**src/rtl/wallet_io_pkg.sv**
```systemverilog
// wallet_io_pkg: shared types and derived-constant helpers for the wallet input conditioner.
package wallet_io_pkg;
  typedef enum logic {INIT, RUN} top_state_t;
  typedef enum logic {STABLE, COUNT} db_state_t;
  function automatic int cnt_width(input int v);
    return $clog2(v + 1);
  endfunction
  function automatic int tick_cyc(input int clk_hz);
    return clk_hz / 1000;
  endfunction
  function automatic int db_cyc(input int clk_hz, input int ms);
    return tick_cyc(clk_hz) * ms;
  endfunction
endpackage

```
**src/rtl/debounce_cell.sv**
```systemverilog
// debounce_cell: 2-flop synchroniser plus counting debouncer for one input bit.
module debounce_cell
  import wallet_io_pkg::*;
#(
  parameter int DB_CYC = 20,
  parameter bit INVERT = 1'b0
)(
  input  logic clk,
  input  logic rst_n,
  input  logic raw,
  input  logic load,
  input  logic run,
  output logic level,
  output logic rise,
  output logic fall
);
  localparam int CW = cnt_width(DB_CYC);
  db_state_t state, state_nx;
  logic [1:0] sync;
  logic [CW-1:0] cnt;
  logic sig, done;
  assign sig = sync[1] ^ INVERT;
  always_comb begin
    state_nx = state;
    done = 1'b0;
    if (run && state == STABLE) state_nx = (sig != level) ? COUNT : STABLE;
    else if (run) begin
      done = (sig != level) && (cnt == CW'(DB_CYC - 1));
      state_nx = (sig == level || done) ? STABLE : COUNT;
    end
  end
  always_ff @(posedge clk or negedge rst_n)
    if (!rst_n) state <= STABLE;
    else state <= state_nx;
  // The initial load bypasses the counter and never produces edge pulses.
  always_ff @(posedge clk or negedge rst_n)
    if (!rst_n) begin
      sync <= '0;
      cnt <= '0;
      level <= 1'b0;
      rise <= 1'b0;
      fall <= 1'b0;
    end else begin
      sync <= {sync[0], raw};
      cnt <= (state == STABLE) ? '0 : cnt + 1'b1;
      level <= (load || done) ? sig : level;
      rise <= done && sig;
      fall <= done && !sig;
    end
endmodule

```
**src/rtl/wallet_input_conditioner.sv**
```systemverilog
// wallet_input_conditioner: synchronises and debounces board buttons/switches,
// producing clean PIO levels plus press, release, long-press and change pulses.
module wallet_input_conditioner
  import wallet_io_pkg::*;
#(
  parameter int NUM_BUTTONS = 2,
  parameter int NUM_SWITCHES = 4,
  parameter int CLK_HZ = 50000000,
  parameter int DEBOUNCE_MS = 10,
  parameter int LONG_PRESS_MS = 1000,
  parameter int BUTTON_ACTIVE_LOW = 1
)(
  input  logic clk_clk,
  input  logic reset_reset_n,
  input  logic [NUM_BUTTONS-1:0] btn_raw_i,
  input  logic [NUM_SWITCHES-1:0] sw_raw_i,
  output logic [NUM_BUTTONS-1:0] buttons_pi_export_o,
  output logic [NUM_SWITCHES-1:0] switch_pi_export_o,
  output logic [NUM_BUTTONS-1:0] btn_press_o,
  output logic [NUM_BUTTONS-1:0] btn_release_o,
  output logic [NUM_BUTTONS-1:0] btn_long_o,
  output logic [NUM_SWITCHES-1:0] sw_change_o,
  output logic init_done_o
);
  localparam int TICK_CYC = tick_cyc(CLK_HZ);
  localparam int DB_CYC = db_cyc(CLK_HZ, DEBOUNCE_MS);
  localparam int DW = cnt_width(DB_CYC);
  localparam int TW = cnt_width(TICK_CYC);
  localparam int LW = cnt_width(LONG_PRESS_MS);
  if (TICK_CYC < 1 || DEBOUNCE_MS < 1) begin : g_bad_cfg
    $error("wallet_input_conditioner: CLK_HZ must be >= 1000 and DEBOUNCE_MS >= 1");
  end
  top_state_t state, state_nx;
  logic [DW-1:0] init_cnt;
  logic [TW-1:0] pre;
  logic load, run, ms_tick;
  logic [NUM_SWITCHES-1:0] sw_rise, sw_fall;
  always_comb begin
    load = (state == INIT) && (init_cnt == DW'(DB_CYC - 1));
    state_nx = load ? RUN : state;
  end
  assign run = (state == RUN);
  assign ms_tick = (pre == TW'(TICK_CYC - 1));
  assign sw_change_o = sw_rise | sw_fall;
  always_ff @(posedge clk_clk or negedge reset_reset_n)
    if (!reset_reset_n) state <= INIT;
    else state <= state_nx;
  always_ff @(posedge clk_clk or negedge reset_reset_n)
    if (!reset_reset_n) begin
      init_cnt <= '0;
      init_done_o <= 1'b0;
      pre <= '0;
    end else begin
      init_cnt <= (state == INIT && !load) ? init_cnt + 1'b1 : init_cnt;
      init_done_o <= init_done_o || load;
      pre <= ms_tick ? '0 : pre + 1'b1;
    end
  for (genvar i = 0; i < NUM_BUTTONS; i++) begin : g_btn
    logic [LW-1:0] cnt;
    logic long_q;
    debounce_cell #(.DB_CYC(DB_CYC), .INVERT(BUTTON_ACTIVE_LOW != 0)) u_cell (
      .clk(clk_clk), .rst_n(reset_reset_n), .raw(btn_raw_i[i]), .load(load), .run(run),
      .level(buttons_pi_export_o[i]), .rise(btn_press_o[i]), .fall(btn_release_o[i])
    );
    // Counter saturates at the threshold so the long pulse fires once per press.
    always_ff @(posedge clk_clk or negedge reset_reset_n)
      if (!reset_reset_n) begin
        cnt <= '0;
        long_q <= 1'b0;
      end else begin
        long_q <= ms_tick && buttons_pi_export_o[i] && cnt == LW'(LONG_PRESS_MS - 1);
        cnt <= !buttons_pi_export_o[i] ? '0 :
               (ms_tick && cnt != LW'(LONG_PRESS_MS)) ? cnt + 1'b1 : cnt;
      end
    // Masking with the level lets a coincident release win over the long pulse.
    assign btn_long_o[i] = long_q && buttons_pi_export_o[i];
  end
  for (genvar i = 0; i < NUM_SWITCHES; i++) begin : g_sw
    debounce_cell #(.DB_CYC(DB_CYC), .INVERT(1'b0)) u_cell (
      .clk(clk_clk), .rst_n(reset_reset_n), .raw(sw_raw_i[i]), .load(load), .run(run),
      .level(switch_pi_export_o[i]), .rise(sw_rise[i]), .fall(sw_fall[i])
    );
  end
endmodule

```
**config.mk**
```make
export PLATFORM = sky130hd
export DESIGN_NAME = wallet_input_conditioner
export DESIGN_NICKNAME = d
export VERILOG_FILES = /design/src/rtl/wallet_io_pkg.sv /design/src/rtl/debounce_cell.sv /design/src/rtl/wallet_input_conditioner.sv
export SDC_FILE = /design/constraint.sdc
export NUM_CORES = 1
export LEC_CHECK = 0
export BUFFER_PORTS_ARGS = -buffer_cell sky130_fd_sc_hd__buf_2
export CAP_MARGIN = 40
export CORE_MARGIN = 1.5
export CORE_UTILIZATION = 25
export DETAILED_ROUTE_END_ITERATION = 7
export GPL_ROUTABILITY_DRIVEN = 0
export GPL_TIMING_DRIVEN = 0
export PLACE_DENSITY = 0.47
export REMOVE_ABC_BUFFERS = 1
export SLEW_MARGIN = 20
export SYNTH_ARGS = -nofsm -noshare
export SYNTH_HDL_FRONTEND = slang
export SYNTH_SLANG_ARGS = --single-unit
export TNS_END_PERCENT = 10
```
**constraint.sdc**
```tcl
create_clock -name clk_clk -period 5.2 [get_ports clk_clk]
set_input_delay 0.78 -clock clk_clk [delete_from_list [all_inputs] [get_ports clk_clk]]
set_output_delay 0.78 -clock clk_clk [all_outputs]
set_load 0.02 [all_outputs]
```
==> summary.md <==
• **post-layout min period** 2.56 ns
• **final design area excluding fillers** 11,700 um^2
• **arrival time of the worst setup path** 3.01 ns
• **Longest Clk Path Bufs** 3
• **met1 Usage GRT** 14.7%
• **wire length of the first global-routing pass** 36,900 um
• **area share of the largest cell type after synthesis** 51.8%
• **Post-synth EDFFs** 0
• **Period Utilization, post-route** 49.3%
• **Filler cells** 4,207
• **internal power consumption** 2.88 mW
• **pin count of the biggest net entering global routing** 91
• **worst reg-to-reg setup slack** 2.64 ns
• **met2 demand-to-capacity share in global routing** 17.0%
• **setup skew after layout** 0.0114 ns
• **most common library cells after synthesis** 209 x sky130_fd_sc_hd__dfrtp_1, 90 x sky130_fd_sc_hd__nor2_1, 82 x sky130_fd_sc_hd__nand2_1, 68 x sky130_fd_sc_hd__xor2_1, 60 x sky130_fd_sc_hd__nand3_1
• **number of DRC markers after the initial detailed-route iteration** 386
• **timing-limited maximum frequency** 390 MHz
• **share of total power in sequential cells** 45.1%
• **number of cell rows** 73
• **worst relative slew slack** 59.1%
• **height of the die** 204 um
• **area of the core** 39,800 um^2
• **final std cells w/o fill** 1,567
• **most frequent cell after synthesis** sky130_fd_sc_hd__dfrtp_1
• **part of the power in the clock network** 53.7%
• **total wire length after detailed routing** 21,300 um
• **number of warnings printed during yosys synthesis** 0
• **Worst Setup Start Kind** register
• **maximum net fanout on the critical path** 19
• **placed wire-length estimate** 13,700 um
• **GRT overflow** 0
• **initial core utilization** 25.3%
• **cell area reported after detailed placement** 10,800 um^2
• **maximum level of the CTS H-tree** 1
• **number of distinct standard cells referenced by the synthesized netlist** 49
• **worst hold margin** 0.153 ns
• **synthesized netlist cell count** 1,007
• **combinational group share of total power** 1.2%
• **ratio of routed vias to standard cells** 4.71
• **unrepaired setup endpoints after global routing** no
• **final standard cell utilization of the core** 29.4%
• **synthesis-stage register bit count** 209
• **path class of the lowest-slack min-delay path** primary input to asynchronous set/reset pin
• **total of cells resized after clock tree synthesis** 0
• **clock-pin slew reported for the worst setup and hold paths after clock tree synthesis** 0.06 ns
• **busiest layer in global routing** met2
• **placed cell count** 1,519
• **IO Port Bufs** 24
• **required time of the critical path** 5.65 ns
• **antenna violation net count after detailed routing** 0
• **cell type with the highest aggregate area in the netlist** sky130_fd_sc_hd__dfrtp_1
• **area of the mapped netlist** 10,100 um^2
• **maximum capacitance violations** 0
• **transition time at the pin with the least slew margin** 0.613 ns
• **vias in the first global route** 7,316
• **Reg-to-Reg End** init_cnt[18]
• **Final TNS setup** 0 ns
• **multi-input gate area in the final layout** 4570 um^2
• **GRT met3 Usage** 1.42%
• **net count of the finished layout** 1,042
• **overall power** 3.63 mW
• **most instantiated flip-flop cell in the synthesis netlist** sky130_fd_sc_hd__dfrtp_1
• **antenna violations before repair** 0
• **area growth from synthesis to layout** 16.2%
• **sequential-to-total area share from yosys stat** 51.8%
• **total vias in the final route** 7,375
• **pre-CTS setup slack** 2.54 ns
• **overall die width** 204 um
• **total die area** 41,600 um^2
• **Initial DRT Pass Iterations** 4
• **cells taking the most area after synthesis** sky130_fd_sc_hd__dfrtp_1 52%, sky130_fd_sc_hd__xor2_1 5.9%, sky130_fd_sc_hd__nor2_1 3.3%, sky130_fd_sc_hd__nand2_1 3.0%, sky130_fd_sc_hd__nand3_1 3.0%
• **result of the run** finished, final reports clean
• **worst reg2reg path startpoint** run
• **worst path setup slack after routing** 2.64 ns
• **fraction of synthesis flops using an asynchronous set or reset pin** 100%
• **Slew Viols, Final** 0
• **Clock Sinks** 209
• **clock network latency to the later pin of the worst-skew pair** 0.53 ns
• **# IOs** 25
• **Hold Fails Final Rpt** 0
• **Switching Share** 20.6%
• **Post-CTS Setup Repair Bufs** 0
• **Net Switching** 745 uW
• **CTS Root Buffer Type** sky130_fd_sc_hd__clkbuf_16
• **cell leakage power** 4.66 nW
• **DRC viols** 0
• **mean area per synthesized cell** 10.0 um^2
• **Max rail drop VDD** 0.162 mV
• **Post-CTS Hold Buffers** 0
• **final routed wire length divided by cell count** 13.6 um
• **power density of the placed cells** 309 nW/um^2
• **TritonCTS clock tree** built
• **share of cells above drive strength 1** 9.02%
• **setup violation total in the final timing report** 0
• **path type of the worst setup path** register to register
• **number of cell instances on the worst register-to-register path** 6
• **sequential cell area** 5230 um^2
• **Crit. End Element** register
• **TritonCTS Buffers** 26
• **number of diodes** 0
• **total global-route track usage** 10.5%
[registers in the layout, indices dropped and copies added, names as in the netlist]
signal              flops
g_btn.cnt              20
g_btn.long_q            2
g_btn.u_cell.cnt       38
g_btn.u_cell.fall       2
g_btn.u_cell.level      2
g_btn.u_cell.rise       2
g_btn.u_cell.state      2
g_btn.u_cell.sync       4
g_sw.u_cell.cnt        76
g_sw.u_cell.fall        4
g_sw.u_cell.level       4
g_sw.u_cell.rise        4
g_sw.u_cell.state       4
g_sw.u_cell.sync        8
init_cnt               19
init_done_o             1
pre                    16
run                     1
[cell type report]
class | instances | area share [%]
flip-flops and latches | 209 | 44.6
clock buffers | 37 | 6.68
multi-input cells | 731 | 39.0
clock inverters | 11 | 1.34
well taps | 525 | 5.60
repair buffers | 30 | 1.98
inverters | 24 | 0.768
[cells in the final DEF (no fill, tap or decap), drive strengths merged, types with 21 or more instances in the layout]
master,synthesis,layout
and2,22,22
clkbuf,31,37
nand2,82,82
xnor2,23,23
xor2,68,68
or4,30,30
o31ai,21,21
nand4,45,45
o21ai,37,37
or3,33,33
buf,12,30
nor2,90,90
dfrtp,209,209
nor4,21,21
a21oi,53,53
nand3,60,60
[logic make-up after synthesis]
group | share of synthesized area [%]
AOI/OAI and AO/OA | 7.52
DFF | 51.8
and+or+nand+nor | 26.3
xor gates and xnor gates | 7.90
muxes | 2.06
buffers and inverters | 2.94
adders and majority gates | 1.49
[layer usage]
layer / vias to the layer above / share of wire, %
li1: 3661 / -
met1: 3603 / 50
met2: 86 / 45
met3: 25 / 3.7
met4: 0 / 1.7
met5: - / 0
[worst max-delay path by stage]
stage	start	end	depth (start not counted)
final	run	init_cnt[18]	6
after global routing	run	init_cnt[18]	6
after CTS	run	init_cnt[18]	6
after detailed placement	run	init_cnt[18]	6
after global placement	reset_reset_n	g_sw[2].u_cell.sync[0]	1
after floorplan	pre[10]	g_btn[1].cnt[2]	4
[power by group through the flow]
stage	logic (mW)	registers (mW)	clock network [mW]
after global placement	0.0410	1.66	0
final	0.0432	1.64	1.95
after detailed placement	0.0475	1.66	0
after floorplan	0.00263	1.66	0
after CTS	0.0476	1.63	2.02
after global routing	0.0520	1.63	2.08
[critical path, cell delays in order, from the launching register on]
cell                       delay, ns
sky130_fd_sc_hd__dfrtp_1        0.60
sky130_fd_sc_hd__buf_16         0.27
sky130_fd_sc_hd__nand4b_1       0.46
sky130_fd_sc_hd__buf_6          0.30
sky130_fd_sc_hd__nor3_1         0.43
sky130_fd_sc_hd__and4_1         0.28
sky130_fd_sc_hd__xor2_1         0.14
No activity file was read; power rests on OpenSTA's default activity.
